--- config.mk ---
export PLATFORM = sky130hd
export DESIGN_NAME = collision_scorer_flat
export DESIGN_NICKNAME = d
export VERILOG_FILES = /design/src/rtl/collision_scorer_if.sv /design/src/rtl/collision_scorer.sv /design/src/flat_wrapper.sv
export SDC_FILE = /design/constraint.sdc
export NUM_CORES = 1
export LEC_CHECK = 0
export CORE_ASPECT_RATIO = 1.4
export CORE_MARGIN = 1.5
export CORE_UTILIZATION = 39
export CTS_BUF_LIST = sky130_fd_sc_hd__clkbuf_2 sky130_fd_sc_hd__clkbuf_4 sky130_fd_sc_hd__clkbuf_8
export CTS_CLUSTER_DIAMETER = 200
export DETAILED_ROUTE_END_ITERATION = 10
export GPL_ROUTABILITY_DRIVEN = 0
export HOLD_SLACK_MARGIN = 0.02
export PLACE_DENSITY = 0.66
export SETUP_SLACK_MARGIN = 0.2
export SYNTH_ARGS = -nofsm -noshare
export SYNTH_HDL_FRONTEND = slang
export SYNTH_SLANG_ARGS = --single-unit
--- constraint.sdc ---
create_clock -name clk -period 2.69 [get_ports clk]
set_input_delay 0.538 -clock clk [delete_from_list [all_inputs] [get_ports clk]]
set_output_delay 0.538 -clock clk [all_outputs]
set_load 0.02 [all_outputs]
--- src/rtl/collision_scorer_if.sv ---
// Bus between the game front-end (obstacle/bird/button) and the collision scorer.
// master drives geometry and start; slave returns collision, state and scores.
interface collision_scorer_if;
   logic        start;
   logic [9:0]  obs_x;
   logic [8:0]  obs_ytop;
   logic [8:0]  obs_ybot;
   logic [8:0]  bird_y;
   logic        collision;
   logic        running;
   logic        game_over;
   logic [15:0] score;
   logic [15:0] high_score;

   modport master (
      output start, obs_x, obs_ytop, obs_ybot, bird_y,
      input  collision, running, game_over, score, high_score
   );

   modport slave (
      input  start, obs_x, obs_ytop, obs_ybot, bird_y,
      output collision, running, game_over, score, high_score
   );
endinterface

--- src/rtl/collision_scorer.sv ---
// Collision detection, game-state FSM and BCD score / high score keeper.
// Collision is a two-register pipeline: geometry terms, then the combined hit.
module collision_scorer #(
   parameter int BIRD_X    = 100,
   parameter int BIRD_SIZE = 16,
   parameter int PIPE_W    = 40,
   parameter int SCREEN_H  = 480
) (
   input  logic               clk,
   input  logic               reset,
   collision_scorer_if.slave  bus
);

   typedef enum logic [1:0] {IDLE, PLAY, DEAD} state_t;

   // 11-bit working width keeps x+PIPE_W and y+BIRD_SIZE from wrapping
   localparam logic [10:0] BX = 11'(BIRD_X);
   localparam logic [10:0] BS = 11'(BIRD_SIZE);
   localparam logic [10:0] PW = 11'(PIPE_W);
   localparam logic [10:0] SH = 11'(SCREEN_H);

   state_t      state, state_nx;
   logic [10:0] x_w, ytop_w, ybot_w, by_w;
   logic        ov_d, vt_d, bd_d;
   logic        ov_q, vt_q, bd_q;
   logic        coll_d, coll_q;
   logic        pass, new_obs;
   logic        scored;
   logic [9:0]  prev_x;
   logic [15:0] score_q, high_q;

   assign x_w    = {1'b0, bus.obs_x};
   assign ytop_w = {2'b0, bus.obs_ytop};
   assign ybot_w = {2'b0, bus.obs_ybot};
   assign by_w   = {2'b0, bus.bird_y};

   // Geometry terms; edge pixels count as overlap
   assign ov_d = (BX + BS - 11'd1 >= x_w) && (BX <= x_w + PW - 11'd1);
   assign vt_d = (by_w < ytop_w) || (by_w + BS - 11'd1 >= SH - ybot_w);
   assign bd_d = (by_w + BS - 11'd1 >= SH) || (by_w == 11'd0);

   // Pipe fully left of the bird / a fresh pipe entered from the right
   assign pass    = (x_w + PW - 11'd1) < BX;
   assign new_obs = bus.obs_x > prev_x;

   // +1 in BCD with per-digit carry, saturating at 9999
   function automatic logic [15:0] bcd_inc(input logic [15:0] v);
      logic [15:0] r;
      logic        c;
      r = v;
      c = 1'b1;
      if (v == 16'h9999) return v;
      for (int i = 0; i < 4; i++) begin
         if (c) begin
            if (v[4*i +: 4] == 4'd9) r[4*i +: 4] = 4'd0;
            else begin
               r[4*i +: 4] = v[4*i +: 4] + 4'd1;
               c = 1'b0;
            end
         end
      end
      return r;
   endfunction

   // Stage 1: register the raw geometry terms
   always_ff @(posedge clk) begin
      if (!reset) begin
         ov_q <= 1'b0;
         vt_q <= 1'b0;
         bd_q <= 1'b0;
      end else begin
         ov_q <= ov_d;
         vt_q <= vt_d;
         bd_q <= bd_d;
      end
   end

   // Stage 2 input: hit only counts in PLAY; sticky once raised so DEAD sees 1
   always_comb begin
      coll_d = 1'b0;
      case (state)
         PLAY:    coll_d = coll_q | ((ov_q && vt_q) || bd_q);
         DEAD:    coll_d = !bus.start;
         default: coll_d = 1'b0;
      endcase
   end

   // Stage 2: registered collision flag
   always_ff @(posedge clk) begin
      if (!reset) coll_q <= 1'b0;
      else        coll_q <= coll_d;
   end

   // Game-state register
   always_ff @(posedge clk) begin
      if (!reset) state <= IDLE;
      else        state <= state_nx;
   end

   // Next state; collision beats start in PLAY, start is ignored there
   always_comb begin
      state_nx = state;
      case (state)
         IDLE:    if (bus.start) state_nx = PLAY;
         PLAY:    if (coll_q)    state_nx = DEAD;
         DEAD:    if (bus.start) state_nx = IDLE;
         default: state_nx = IDLE;
      endcase
   end

   // Score, scored flag, previous x and high score
   always_ff @(posedge clk) begin
      if (!reset) begin
         score_q <= 16'h0000;
         high_q  <= 16'h0000;
         scored  <= 1'b0;
         prev_x  <= 10'd0;
      end else begin
         prev_x <= bus.obs_x;
         if (state == IDLE && bus.start) begin
            score_q <= 16'h0000;
         end else if (state == PLAY) begin
            // a new pipe re-arms scoring and suppresses a same-cycle pass
            if (new_obs) scored <= 1'b0;
            else if (pass && !scored) begin
               score_q <= bcd_inc(score_q);
               scored  <= 1'b1;
            end
         end
         // BCD ordering matches binary ordering, so a plain compare works
         if (state == PLAY && coll_q && score_q > high_q) high_q <= score_q;
      end
   end

   assign bus.collision  = coll_q;
   assign bus.running    = (state == PLAY);
   assign bus.game_over  = (state == DEAD);
   assign bus.score      = score_q;
   assign bus.high_score = high_q;

endmodule

--- src/flat_wrapper.sv ---
// flat-port wrapper written by rule: the top's interface ports become plain ports
module collision_scorer_flat 
#(
   parameter int BIRD_X    = 100,
   parameter int BIRD_SIZE = 16,
   parameter int PIPE_W    = 40,
   parameter int SCREEN_H  = 480
)
  (clk, reset, bus_start, bus_obs_x, bus_obs_ytop, bus_obs_ybot, bus_bird_y, bus_collision, bus_running, bus_game_over, bus_score, bus_high_score);
  collision_scorer_if bus_i ();
  input  logic clk;
  input  logic reset;
  input wire logic [$bits(bus_i.start)-1:0] bus_start;
  input wire logic [$bits(bus_i.obs_x)-1:0] bus_obs_x;
  input wire logic [$bits(bus_i.obs_ytop)-1:0] bus_obs_ytop;
  input wire logic [$bits(bus_i.obs_ybot)-1:0] bus_obs_ybot;
  input wire logic [$bits(bus_i.bird_y)-1:0] bus_bird_y;
  output wire logic [$bits(bus_i.collision)-1:0] bus_collision;
  output wire logic [$bits(bus_i.running)-1:0] bus_running;
  output wire logic [$bits(bus_i.game_over)-1:0] bus_game_over;
  output wire logic [$bits(bus_i.score)-1:0] bus_score;
  output wire logic [$bits(bus_i.high_score)-1:0] bus_high_score;
  assign bus_i.start = bus_start;
  assign bus_i.obs_x = bus_obs_x;
  assign bus_i.obs_ytop = bus_obs_ytop;
  assign bus_i.obs_ybot = bus_obs_ybot;
  assign bus_i.bird_y = bus_bird_y;
  assign bus_collision = bus_i.collision;
  assign bus_running = bus_i.running;
  assign bus_game_over = bus_i.game_over;
  assign bus_score = bus_i.score;
  assign bus_high_score = bus_i.high_score;
  collision_scorer #(.BIRD_X(BIRD_X), .BIRD_SIZE(BIRD_SIZE), .PIPE_W(PIPE_W), .SCREEN_H(SCREEN_H)) u_core (.clk(clk), .reset(reset), .bus(bus_i));
endmodule
# ---- After elaboration in Yosys (flattened, before gate mapping)
# Index checks and enable logic that the tools add are counted.
dict set report totals {
  elab_cells 112
  inputBits 40
  output_inout_bits 35
  regBits 49
}
dict set report classes {
  bitwise 4
  eq_ne 11
  n_reduce_logical 24
  mux 44
  n_addsub 9
  n_lt_le_gt_ge 8
}
# op count
set ops {}
lappend ops {{1-bit two-way mux} 31}
lappend ops {{4-bit two-way mux} 7}
lappend ops {{11-bit by 1-bit subtractor with 11-bit output (second input constant)} 2}
lappend ops {{4-bit by 1-bit adder with 4-bit output (second input constant)} 4}
lappend ops {{16-bit == test (second input constant)} 1}
lappend ops {{4-bit == test (second input constant)} 4}
lappend ops {{16-bit greater-than comparator} 1}
lappend ops {{16-bit two-way mux} 1}
lappend ops {{5-bit AND reduction} 3}
lappend ops {{10-bit by 6-bit adder with 11-bit output (second input constant)} 1}
lappend ops {{11-bit >= comparator} 1}
lappend ops {{11-bit by 9-bit >= comparator with 1-bit output (second input constant)} 1}
lappend ops {{7-bit by 11-bit less-or-equal comparator with 1-bit output (first input constant)} 1}
lappend ops {{11-bit logical NOT} 1}
lappend ops {{11-bit by 7-bit less-than comparator with 1-bit output (second input constant)} 1}
lappend ops {{9-bit by 5-bit adder with 10-bit output (second input constant)} 1}
lappend ops {{7-bit by 10-bit >= comparator with 1-bit output (first input constant)} 1}
lappend ops {{10-bit greater-than comparator} 1}
lappend ops {{9-bit by 9-bit subtractor with 10-bit output (first input constant)} 1}
lappend ops {{9-bit less-than comparator} 1}
lappend ops {{2-bit nonzero test} 4}
lappend ops {{1-bit logical AND} 6}
lappend ops {{2-bit two-way mux} 3}
lappend ops {{2-bit inequality test (second input constant)} 3}
lappend ops {{other kinds (13)} 19}

# ---- Depth between registers and ports, before layout
# Gate-level depths: netlist of run 1.
dict set report logic_depth {
  word_depth 31
  mapped_depth 13
}

# ---- Least setup slack after synthesis of run 1
# Ideal clock, no wire load.
dict set report synth_path {
  path_type {input to register}
  from {input port bus_bird_y[0]}
  to {register u_core.vt_q}
  setup_time_ns 0.131
  stages 11
  path_slack_ns -0.193
  arrival_ns 2.752
  cell_sequence {inv_1 > ha_1 > nor3b_1 > nand2_1 > or4_1 > o21ai_0 > xor2_1 > ha_1 > a21o_1 > a221oi_1 > o31ai_1}
}
dict set report synth_via {
  elab_chain_len 4
}
# item line
set synth_lines {}
lappend synth_lines {{start, declared} flat_wrapper.sv:17} ;# input wire logic [$bits(bus_i.bird_y)-1:0] bus_bird_y;
lappend synth_lines {{9-bit by 5-bit adder with 10-bit output} collision_scorer.sv:39} ;# assign vt_d = (by_w < ytop_w) || (by_w + BS - 11'd1 >= SH - ybot_w);
lappend synth_lines {{11-bit by 1-bit subtractor with 11-bit output} collision_scorer.sv:39}
lappend synth_lines {{11-bit >= comparator} collision_scorer.sv:39}
lappend synth_lines {{1-bit logical OR *} collision_scorer.sv:39}
lappend synth_lines {{end signal, assigned} collision_scorer.sv:73} ;# vt_q <= vt_d;
lappend synth_lines {{end, declared} collision_scorer.sv:25} ;# logic ov_q, vt_q, bd_q;
# Mark *: on every way between the ends. The rest lies on a longest branch, timed or not.
# A chain may end at the register's enable or synchronous reset.

# ---- Worst setup path in the final report of run 1
# Same ends and word-level chain as after synthesis.

==> results of run 1 <==
area by class of cell:
cell class / instances / area [µm²]
fillers: 867 / 3920
multi-input cells: 342 / 2750
repair buffers: 149 / 1324
flip-flops and latches: 49 / 980.9
inverters: 55 / 226.5
well taps: 110 / 137.6
clock buffers: 7 / 90.09
clock inverters: 1 / 30.03
worst min-delay path, stage by stage (launching register included):
cell                      delay (ns)
sky130_fd_sc_hd__dfxtp_1        0.31
sky130_fd_sc_hd__inv_1          0.06
sky130_fd_sc_hd__a21oi_1        0.06
Yosys cell counts, drive strengths merged, types with 2 or more instances:
library cell and number:
o211ai 8, a21o 8, mux2i 22, or3 8, nor3 5, nand2 36, o31ai 3, ha 56
nor3b 4, a21boi 2, a211oi 3, o311ai 3, a31oi 7, a2111oi 2, a21oi 19, nor2b 9
nand3 17, clkbuf 6, or4 3, o22ai 2, xor2 10, nand2b 6, and3 2, xnor2 11
o21a 6, nor2 36, and2 13, nor4 2, dfxtp 49, nand3b 4, inv 55, a211o 2
nand4 12, o21bai 2, o21ai 10
logic make-up after synthesis:
family | count (synthesis) | share of synthesized area [%]
xor gates and xnor gates | 21 | 4.871
AOI/OAI and AO/OA | 84 | 16.57
buffers and inverters | 62 | 6.229
muxes | 22 | 5.832
and+or+nand+nor | 159 | 21.97
DFF | 49 | 25.98
adders and majority gates | 56 | 18.56
power groups by stage:
stage	sequential (mW)	clock, mW	combinational [mW]
3_5_place_dp	0.761	0	0.471
4_1_cts	0.744	0.582	0.503
2_1_floorplan	0.760	0	0.249
6_report	0.744	0.568	0.509
3_3_place_gp	0.762	0	0.456
5_1_grt	0.746	0.608	0.564
worst min path at each step:
stage                  startpoint            end  cells past startpoint
floorplan           u_core.scored  u_core.scored                      2
global placement    u_core.scored  u_core.scored                      2
detailed placement  u_core.scored  u_core.scored                      2
CTS                 u_core.scored  u_core.scored                      2
global route        u_core.scored  u_core.scored                      2
finish              u_core.scored  u_core.scored                      2
flip-flops by register name, summed over array words and instances (netlist names):
name and flops:
u_core.bus.high_score 16, u_core.bus.score 16, u_core.prev_x 10, u_core.state 2
u_core.bd_q 1, u_core.bus.collision 1, u_core.ov_q 1, u_core.scored 1
u_core.vt_q 1
stage by stage:
| stage | worst slack (ns) | std cells | area, µm² |
|---|---|---|---|
| after floorplan | 0.02432 | 453 | 3904 |
| after global placement | -0.5038 | 694 | 5246 |
| after detailed placement | -0.5947 | 694 | 5246 |
| after CTS | 0.1102 | 712 | 5503 |
| after global routing | -0.01130 | 713 | 5539 |
| final | 0.07676 | 713 | 5539 |
layer usage:
metal  share of wire (%)  up-vias  track usage [%]
met2                  55       84            38.73
met3                 3.2       18            2.218
met1                  39     1678            20.44
met5                   0        -                0
met4                 2.8        0            8.065
li1                    -     1886                -
timing repair:
item	in CTS	in global routing
resized for setup	48	8
buffers inserted	10	1
pin swaps	30	16
endpoints found under the hold margin	0	0
endpoints found under the setup margin	18	12
==> impl_metrics.py, run 1 <==
metrics = {
    "run_status": {
        "outcome": "completed",
    },
    "die": {
        "die_width_um": 86.16,
        "floorplan.die_area_um2": 10290,
        "floorplan.initialDensity_pct": 39.92,
        "die_y_um": 119.4,
        "floorplan.core_area_um2": 9459,
        "rows": 42,
        "top_level_ports": 75,
    },
    "yosys": {
        "postSynthNetCount": 549,
        "synthDominantCellAreaShare_pct": 25.98,
        "synthesis.area_per_instance_um2": 8.336,
        "post_synth_main_area_contributors": "sky130_fd_sc_hd__dfxtp_1 (26%), sky130_fd_sc_hd__ha_1 (19%), sky130_fd_sc_hd__mux2i_1 (5.8%), sky130_fd_sc_hd__inv_1 (5.5%), sky130_fd_sc_hd__nand2_1 (3.6%)",
        "yosys_warnings": 0,
        "synthDominantAreaCellType": "sky130_fd_sc_hd__dfxtp_1",
        "synthArstFlopShare_pct": 0,
        "dominantRegCellSynth": "sky130_fd_sc_hd__dfxtp_1",
        "syn-instance-count": 453,
        "synth_sequential_area_ratio_pct": 25.98,
        "postSynthRegisterBits": 49,
        "synthDistinctLibCells": 55,
        "synthesis.area_um2": 3776,
        "synth_edf_count": 0,
    },
    "detailed_routing": {
        "route.detailed.wl_per_inst_um": 13.52,
        "via_to_cell_ratio": 5.142,
        "drt-initial-drc-count": 90,
        "detailroute.via_count": 3666,
        "firstDrtPassIters": 4,
        "antenna_violating_nets_post_route": 0,
        "detail_route.drc_violations": 0,
        "routed_wl_um": 9637,
    },
    "worst_setup_path": {
        "setup.worst_path.end_class": "register",
        "critical_path_class": "in -> reg",
        "r2r_end": "u_core.bus.score[11]",
        "critPathTopFamily": "simple AND/OR/NAND/NOR gates",
        "ff2ff_setup_slack_ns": 0.39,
        "critical_path_cell_by_cell": "buf_6, or3_4, or4_4, nor2_4, buf_4, xnor2_1, ha_1, o21a_1, o21ai_2, nand2b_1, a21oi_2, o31ai_1",
        "slowest_stage_cell_on_the_critical_path": "sky130_fd_sc_hd__or4_4",
        "worstPathArrival_ns": 2.80,
        "ff2ff_path_depth": 10,
        "worstSetupEndpoint": "u_core.vt_q",
        "critPathLaunchType": "primary input",
        "largest_incremental_delay_on_the_critical_path_ns": 0.54,
        "crit_fanout": 3,
        "crit_cells": 12,
        "crit_required_ns": 2.87,
        "critPathBufInv": 2,
        "setup.worst_path.start": "bus_bird_y[0]",
        "timing.rr.start": "u_core.bus.score[3]",
    },
    "grt": {
        "antenna_violations_before_repair": 0,
        "grt_max_degree": 16,
        "grt_overflow_total": 0,
        "via_count_of_the_first_global_routing_pass": 3726,
        "grt_first_pass_wirelength_um": 16370,
        "global_route.usage.total_pct": 19.69,
    },
    "power_and_ir_drop": {
        "power.sequential.fraction_pct": 40.9,
        "power_density_nw_per_um2": 328.9,
        "worst_vdd_drop_v": 0.0001692,
        "report.power.total_mw": 1.822,
        "power_switching_uw": 498.6,
        "sw_frac_of_total_pct": 27.37,
        "cellInternalPower_mw": 1.323,
        "static-leakage-power_nw": 2.492,
        "power.share.combinational_pct": 28.0,
        "power_frac_clock_pct": 31.2,
    },
    "placed_design": {
        "port_buffers": 74,
        "detailedPlacementHpwl_um": 7718,
    },
    "clock_network": {
        "clk_latency_ns": 0.31,
        "tritoncts.num_buffers": 5,
        "post_cts_hold_buffer_count": 0,
        "cts-root-buf": "sky130_fd_sc_hd__clkbuf_8",
        "clock_path_buffers": 2,
        "cts.reportedPaths.clkPinSlew_ns": 0.09,
        "cts.sink_count": 49,
        "htreeDepth": 2,
        "tritoncts": "built",
    },
    "finish": {
        "commonest_non_fill_non_tap_cell_in_the_layout": "sky130_fd_sc_hd__buf_4",
        "nNetsFinal": 698,
        "final_design_utilization_pct": 58.56,
        "area_growth_syn_to_layout_pct": 46.69,
        "final_layout_size_suffix_gt1_share_pct": 21.89,
        "insertedDiodeCount": 0,
        "mostFrequentLayoutCells": "sky130_fd_sc_hd__buf_4 (70), sky130_fd_sc_hd__clkdlybuf4s50_1 (59), sky130_fd_sc_hd__inv_1 (51), sky130_fd_sc_hd__ha_1 (51), sky130_fd_sc_hd__dfxtp_1 (49)",
    },
    "hold_path": {
        "hold_class": "reg -> reg",
    },
    "run": {
        "max-cap-violations": 0,
    },
    "sta": {
        "fin_worst_hold_slack_ns": 0.4703,
        "finalSetupViolCount": 0,
        "clock.fmax_ghz": 0.3827,
        "setup_total_negative_slack_ns": 0,
        "fin_skew_ns": 0.006729,
        "timing.slew.headroom_pct": 63.88,
        "timing.final.max_slew_violations": 0,
        "hold_viol_final": 0,
        "rsz0062_at_grt": "yes",
        "finalCriticalPeriod_ns": 2.613,
        "final_min_period_over_clock_period_pct": 97.15,
        "worst_margin_pin_slew_ns": 0.5418,
    },
}
(Power assumes the default switching activity.)
==> run 2: changes to the inputs <==
--- a/config.mk
+++ b/config.mk
@@ -13,7 +13,7 @@
 export DETAILED_ROUTE_END_ITERATION = 10
 export GPL_ROUTABILITY_DRIVEN = 0
 export HOLD_SLACK_MARGIN = 0.02
-export PLACE_DENSITY = 0.66
+export PLACE_DENSITY = 0.7
 export SETUP_SLACK_MARGIN = 0.2
 export SYNTH_ARGS = -nofsm -noshare
 export SYNTH_HDL_FRONTEND = slang
==> run 2 against run 1 <==
Design area up 1.3%; count of clock-buffer cells in the layout is the same; wire length up 3.9%; flip-flop and latch count did not move; power rose by 0.80%; final cell count decreased by 0.14%; clock skew increased by 0.00066 ns; setup slack better by 0.026 ns.
==> impl_metrics.py, run 2 (same netlist as run 1, synthesis figures left out) <==
metrics = {
    "worst_setup_path": {
        "ff2ff_path_depth": 11,
        "critical_path_cell_by_cell": "buf_2, inv_2, ha_4, or4_4, nor2_4, nand3_2, o21ai_2, o21ai_2, ha_2, or3_4, a221oi_2, o31ai_1",
        "r2r_end": "u_core.bus.score[15]",
        "largest_incremental_delay_on_the_critical_path_ns": 0.55,
        "crit_required_ns": 2.86,
        "ff2ff_setup_slack_ns": 0.36,
        "slowest_stage_cell_on_the_critical_path": "sky130_fd_sc_hd__or4_4",
        "setup.worst_path.end_class": "register",
        "critical_path_class": "in -> reg",
        "crit_fanout": 4,
        "worstPathArrival_ns": 2.76,
        "critPathLaunchType": "primary input",
        "timing.rr.start": "u_core.bus.score[5]",
        "timing.critical_path.mode_cell": "sky130_fd_sc_hd__o21ai_2",
    },
    "detailed_routing": {
        "detailroute.via_count": 3794,
        "antenna_violating_nets_post_route": 0,
        "firstDrtPassIters": 4,
        "detail_route.drc_violations": 0,
        "routed_wl_um": 10020,
        "via_to_cell_ratio": 5.329,
        "drt-initial-drc-count": 63,
        "route.detailed.wl_per_inst_um": 14.07,
    },
    "clock_network": {
        "cts.sink_count": 49,
        "tritoncts.num_buffers": 5,
        "tritoncts": "built",
        "clock_path_buffers": 2,
        "clk_latency_ns": 0.30,
        "post_cts_hold_buffer_count": 0,
        "htreeDepth": 2,
        "cts-root-buf": "sky130_fd_sc_hd__clkbuf_8",
        "cts.reportedPaths.clkPinSlew_ns": 0.09,
    },
    "sta": {
        "setup_total_negative_slack_ns": 0,
        "final_min_period_over_clock_period_pct": 96.18,
        "timing.final.max_slew_violations": 0,
        "timing.slew.headroom_pct": 64.95,
        "fin_worst_hold_slack_ns": 0.4557,
        "rsz0062_at_grt": "yes",
        "fin_skew_ns": 0.007387,
        "hold_viol_final": 0,
        "finalCriticalPeriod_ns": 2.587,
        "worst_margin_pin_slew_ns": 0.5257,
        "clock.fmax_ghz": 0.3865,
        "finalSetupViolCount": 0,
    },
    "finish": {
        "final_design_utilization_pct": 59.30,
        "total_area_of_multi_input_combinational_cells_um2": 2821,
        "final_layout_size_suffix_gt1_share_pct": 24.42,
        "nFillCells": 825,
        "mostFrequentLayoutCells": "sky130_fd_sc_hd__buf_4 (67), sky130_fd_sc_hd__clkdlybuf4s50_1 (59), sky130_fd_sc_hd__inv_1 (51)",
        "area_growth_syn_to_layout_pct": 48.54,
        "insertedDiodeCount": 0,
        "nNetsFinal": 697,
        "regArea_um2": 982.2,
        "commonest_non_fill_non_tap_cell_in_the_layout": "sky130_fd_sc_hd__buf_4",
    },
    "power_and_ir_drop": {
        "power_frac_clock_pct": 31.1,
        "power_switching_uw": 509.8,
        "cellInternalPower_mw": 1.326,
        "sw_frac_of_total_pct": 27.77,
        "power_density_nw_per_um2": 327.3,
        "power.share.combinational_pct": 28.3,
        "static-leakage-power_nw": 2.510,
        "worst_vdd_drop_v": 0.0002337,
        "power.sequential.fraction_pct": 40.6,
    },
    "grt": {
        "grt_first_pass_wirelength_um": 16950,
        "grt_max_degree": 15,
        "global_route.usage.total_pct": 20.28,
        "grt_overflow_total": 0,
        "via_count_of_the_first_global_routing_pass": 3955,
        "antenna_violations_before_repair": 0,
    },
    "die": {
        "rows": 42,
        "top_level_ports": 75,
        "floorplan.core_area_um2": 9459,
        "die_y_um": 119.4,
        "floorplan.initialDensity_pct": 39.92,
        "die_width_um": 86.16,
        "floorplan.die_area_um2": 10290,
    },
    "run_status": {
        "outcome": "completed",
    },
    "hold_path": {
        "timing.hold.worst.start": "u_core.scored",
        "worst_hold_path.endpoint": "u_core.scored",
        "hold_class": "reg -> reg",
        "hold-path-cell-count": 2,
    },
    "run": {
        "max-cap-violations": 0,
    },
    "placed_design": {
        "port_buffers": 74,
        "detailedPlacementHpwl_um": 7806,
    },
}
-- run 2: cell types whose count changed in the layout (fill, tap and decap cells not counted), moves of 2 or more --
cell                              change
sky130_fd_sc_hd__xnor2_1              -2
sky130_fd_sc_hd__ha_1                 -3
sky130_fd_sc_hd__xnor2_2              +2
sky130_fd_sc_hd__xor2_1               -3
sky130_fd_sc_hd__ha_4                 +2
sky130_fd_sc_hd__buf_4                -3
sky130_fd_sc_hd__clkbuf_2             +2
sky130_fd_sc_hd__xor2_2               +3
sky130_fd_sc_hd__clkdlybuf4s15_2      -2
sky130_fd_sc_hd__buf_6                +5
-- run 2: timing repair --
action,4_1_cts,5_1_grt
setup buffers,18,1
pin swaps,32,23
setup endpoints to repair,19,15
resized for setup,51,30
-- run 2: how the worst max path moves through the flow --
stage,from,endpoint,cells past startpoint
floorplan,bus_bird_y[0],u_core.vt_q,10
global placement,bus_bird_y[5],u_core.vt_q,12
detailed placement,bus_bird_y[0],u_core.vt_q,14
CTS,bus_bird_y[2],u_core.vt_q,11
global route,bus_bird_y[4],u_core.vt_q,13
finish,bus_bird_y[4],u_core.vt_q,12
-- run 2: final cells by class --
class                   count  share of cell area, %
clock inverters             1                 0.5354
clock buffers               7                  1.606
inverters                  55                  4.082
flip-flops and latches     49                  17.51
multi-input cells         342                  50.30
well taps                 110                  2.454
repair buffers            148                  23.51
-- run 2: critical path: cells and delay by family --
kind | cells | cell delay (ns)
fa+ha+maj | 2 | 0.37
simple gates | 4 | 1.18
buf+inv | 2 | 0.19
compound gates | 4 | 0.47
-- run 2: stage by stage --
stage / std cells / cell area, µm² / power [mW] / setup slack, ns
CTS: 711 / 5514 / 1.825 / 0.05104
detailed placement: 685 / 5179 / 1.221 / -0.6577
finish: 712 / 5609 / 1.836 / 0.1027
floorplan: 453 / 3904 / 1.009 / 0.02432
global route: 712 / 5609 / 1.922 / 0.04958
global placement: 685 / 5179 / 1.202 / -0.5338
-- run 2: layer usage --
| metal | part of all wire (%) | vias to the layer above | wire [µm] | track usage [%] |
|---|---|---|---|---|
| met5 | 0 | - | 0 | 0 |
| met4 | 3.3 | 0 | 327 | 10.58 |
| met3 | 3.5 | 23 | 348 | 2.633 |
| met2 | 56 | 101 | 5571 | 39.32 |
| met1 | 38 | 1781 | 3771 | 20.36 |
| li1 | - | 1889 | - | - |
-- run 2: power groups by stage --
stage	clock network, mW	registers, mW	logic (mW)
after floorplan	0	0.760	0.249
after global placement	0	0.762	0.440
after detailed placement	0	0.762	0.459
after CTS	0.579	0.745	0.501
after global routing	0.603	0.747	0.573
final	0.571	0.745	0.520
==> run 3: changes to the inputs <==
--- a/config.mk
+++ b/config.mk
@@ -5,6 +5,7 @@
 export SDC_FILE = /design/constraint.sdc
 export NUM_CORES = 1
 export LEC_CHECK = 0
+export ABC_AREA = 1
 export CORE_ASPECT_RATIO = 1.4
 export CORE_MARGIN = 1.5
 export CORE_UTILIZATION = 39
@@ -13,7 +14,7 @@
 export DETAILED_ROUTE_END_ITERATION = 10
 export GPL_ROUTABILITY_DRIVEN = 0
 export HOLD_SLACK_MARGIN = 0.02
-export PLACE_DENSITY = 0.7
+export PLACE_DENSITY = 0.69
 export SETUP_SLACK_MARGIN = 0.2
 export SYNTH_ARGS = -nofsm -noshare
 export SYNTH_HDL_FRONTEND = slang
==> run 3 against run 2 <==
Sequential share of layout area fell by 0.68 points; first-iteration DRC count rose by 120%; largest cell class unchanged; highest routed layer unchanged; final cell count is 27% higher; register-to-register slack improved by 0.16 ns; design area is 3.9% higher; die area rose by 9.8%; setup slack improved by 0.16 ns; synthesized cell count is 41% higher; utilization down 3.0 points; clock power increased by 15%.
==> impl_metrics.py, run 3 <==
metrics = {
    "detailed_routing": {
        "drt-initial-drc-count": 138,
        "firstDrtPassIters": 4,
        "detailroute.via_count": 4455,
        "detail_route.drc_violations": 0,
        "antenna_violating_nets_post_route": 0,
        "routed_wl_um": 10760,
        "route.detailed.wl_per_inst_um": 11.93,
        "via_to_cell_ratio": 4.939,
    },
    "yosys": {
        "synthDistinctLibCells": 33,
        "synthDominantCellAreaShare_pct": 23.59,
        "synth_edf_count": 0,
        "synth.top_cells.by_count": "sky130_fd_sc_hd__nand2_1 (131), sky130_fd_sc_hd__inv_1 (106), sky130_fd_sc_hd__a21oi_1 (62), sky130_fd_sc_hd__nor2_1 (62), sky130_fd_sc_hd__ha_1 (56)",
        "syn-instance-count": 638,
        "postSynthRegisterBits": 49,
        "dominantRegCellSynth": "sky130_fd_sc_hd__dfxtp_1",
        "postSynthNetCount": 734,
        "synthDominantAreaCellType": "sky130_fd_sc_hd__dfxtp_1",
        "post_synth_main_area_contributors": "sky130_fd_sc_hd__dfxtp_1 (24%), sky130_fd_sc_hd__ha_1 (17%), sky130_fd_sc_hd__nand2_1 (12%), sky130_fd_sc_hd__inv_1 (9.6%), sky130_fd_sc_hd__a21oi_1 (7.5%)",
        "synthesis.area_um2": 4159,
        "synth_sequential_area_ratio_pct": 23.59,
        "synthesis.area_per_instance_um2": 6.519,
        "synthArstFlopShare_pct": 0,
        "yosys_warnings": 0,
        "synth.most_common_cell": "sky130_fd_sc_hd__nand2_1",
    },
    "die": {
        "floorplan.die_area_um2": 11300,
        "rows": 44,
        "die_y_um": 125.2,
        "top_level_ports": 75,
        "floorplan.initialDensity_pct": 40.18,
        "die_width_um": 90.28,
        "floorplan.core_area_um2": 10350,
    },
    "sta": {
        "worst_margin_pin_slew_ns": 0.7840,
        "finalCriticalPeriod_ns": 2.430,
        "finalSetupViolCount": 0,
        "clock.fmax_ghz": 0.4116,
        "timing.slew.headroom_pct": 47.53,
        "fin_worst_hold_slack_ns": 0.5161,
        "final_min_period_over_clock_period_pct": 90.32,
        "timing.final.max_slew_violations": 0,
        "fin_skew_ns": 0.01134,
        "rsz0062_at_grt": "yes",
        "hold_viol_final": 0,
    },
    "finish": {
        "mostFrequentLayoutCells": "sky130_fd_sc_hd__nand2_1 (125), sky130_fd_sc_hd__inv_1 (104), sky130_fd_sc_hd__clkdlybuf4s50_1 (63)",
        "final_layout_size_suffix_gt1_share_pct": 16.88,
        "nNetsFinal": 859,
        "insertedDiodeCount": 0,
        "area_growth_syn_to_layout_pct": 40.16,
        "commonest_non_fill_non_tap_cell_in_the_layout": "sky130_fd_sc_hd__nand2_1",
        "design_area_um2": 5829,
    },
    "worst_setup_path": {
        "timing.critical_path.mode_cell": "sky130_fd_sc_hd__buf_4",
        "worstPathArrival_ns": 2.65,
        "largest_incremental_delay_on_the_critical_path_ns": 0.26,
        "critical_path_class": "in -> reg",
        "crit_required_ns": 2.91,
        "setup.worst_path.start": "bus_bird_y[5]",
        "slowest_stage_cell_on_the_critical_path": "sky130_fd_sc_hd__dlygate4sd2_1",
        "critPathLaunchType": "primary input",
        "critPathTopFamily": "buffers and inverters",
        "timing.rr.start": "u_core.bus.high_score[7]",
        "setup.worst_path.end_class": "register",
        "crit_fanout": 4,
        "critical_path_cell_by_cell": "dlygate4sd2_1, buf_4, nand2_1, inv_1, nand2_2, xor2_4, buf_4, nand3_4, nor2_4, ha_4, a21oi_2, o21a_1, nand3_2, a311oi_2, nor2_1",
        "critPathBufInv": 4,
    },
    "grt": {
        "grt_max_degree": 33,
        "grt_most_used_layer": "met2",
        "grt_use_met1_pct": 18.62,
        "grt_use_met2_pct": 37.92,
        "via_count_of_the_first_global_routing_pass": 4236,
        "antenna_violations_before_repair": 0,
        "grt_overflow_total": 0,
        "met3_usage_pct": 2.494,
        "global_route.usage.total_pct": 18.57,
        "grt_first_pass_wirelength_um": 17660,
    },
    "clock_network": {
        "cts.reportedPaths.clkPinSlew_ns": 0.10,
        "cts.sink_count": 49,
        "htreeDepth": 2,
        "clock_path_buffers": 2,
        "tritoncts": "built",
        "clk_latency_ns": 0.32,
        "cts-root-buf": "sky130_fd_sc_hd__clkbuf_8",
        "post_cts_hold_buffer_count": 0,
        "tritoncts.num_buffers": 5,
    },
    "hold_path": {
        "timing.hold.worst.start": "u_core.bus.high_score[13]",
        "hold_class": "reg -> reg",
    },
    "power_and_ir_drop": {
        "power_density_nw_per_um2": 356.6,
        "static-leakage-power_nw": 2.748,
        "worst_vdd_drop_v": 0.0002009,
    },
    "placed_design": {
        "dpl_cell_area_um2": 5369,
        "port_buffers": 74,
        "detailedPlacementHpwl_um": 8305,
    },
    "run_status": {
        "outcome": "completed",
    },
    "run": {
        "max-cap-violations": 0,
    },
}
run 3: logic make-up after synthesis:
logic type / synth area share [%]
fa+ha+maj: 16.85
xor+xnor: 4.633
compound gates: 11.16
simple gates: 31.56
flops: 23.59
buf+inv: 12.21
run 3: routing by layer:
| metal | up-vias | share of wire, % |
|---|---|---|
| met5 | - | 0 |
| met4 | 0 | 2.2 |
| met3 | 22 | 2.8 |
| met2 | 91 | 56 |
| met1 | 2035 | 39 |
| li1 | 2307 | - |
run 3: metrics by stage:
step / total power [mW] / utilization [%] / setup slack [ns] / TNS [ns] / instances
floorplan: 1.141 / - / 0.2886 / 0 / 638
global placement: 1.364 / 51.87 / -0.3106 / -0.3106 / 881
detailed placement: 1.387 / 51.87 / -0.4928 / -0.4928 / 881
CTS: 2.065 / 55.07 / 0.2024 / 0 / 899
global route: 2.198 / 56.32 / 0.1395 / 0 / 902
finish: 2.079 / 56.32 / 0.2605 / 0 / 902
run 3: timing repair:
item / 4_1_cts / 5_1_grt
setup endpoints to repair: 1 / 20
pin swaps: 18 / 18
gates resized for setup: 34 / 26
hold endpoints to repair: 0 / 0
setup buffers: 10 / 3
run 3: layout make-up:
class / count / area, µm²
Clock buffer: 5 / 68.82
Fill cell: 995 / 4521
Multi-Input combinational cell: 458 / 2918
Tap cell: 138 / 172.7
Timing Repair Buffer: 133 / 1182
Inverter: 116 / 437.9
Sequential cell: 49 / 980.9
Clock inverter: 3 / 68.82
run 3: worst min-delay path: stages (launching register included):
cell                      delay (ns)
sky130_fd_sc_hd__dfxtp_1        0.36
sky130_fd_sc_hd__a21oi_1        0.05
sky130_fd_sc_hd__nor2_1         0.08
run 3: path summary, 6_finish.rpt:
kind / end / slack, ns / cells past startpoint
min: u_core.bus.high_score[13] / 0.52 / 2
max: u_core.vt_q / 0.26 / 15
min reg2reg: u_core.bus.high_score[13] / 0.52 / 2
max reg2reg: u_core.bus.high_score[8] / 0.52 / 9
run 3: power by group:
part | internal [mW] | switching [mW] | total (mW)
sequential | 0.751 | 0.0111 | 0.762
clock | 0.375 | 0.282 | 0.656
combinational | 0.292 | 0.369 | 0.661
total | 1.42 | 0.661 | 2.08
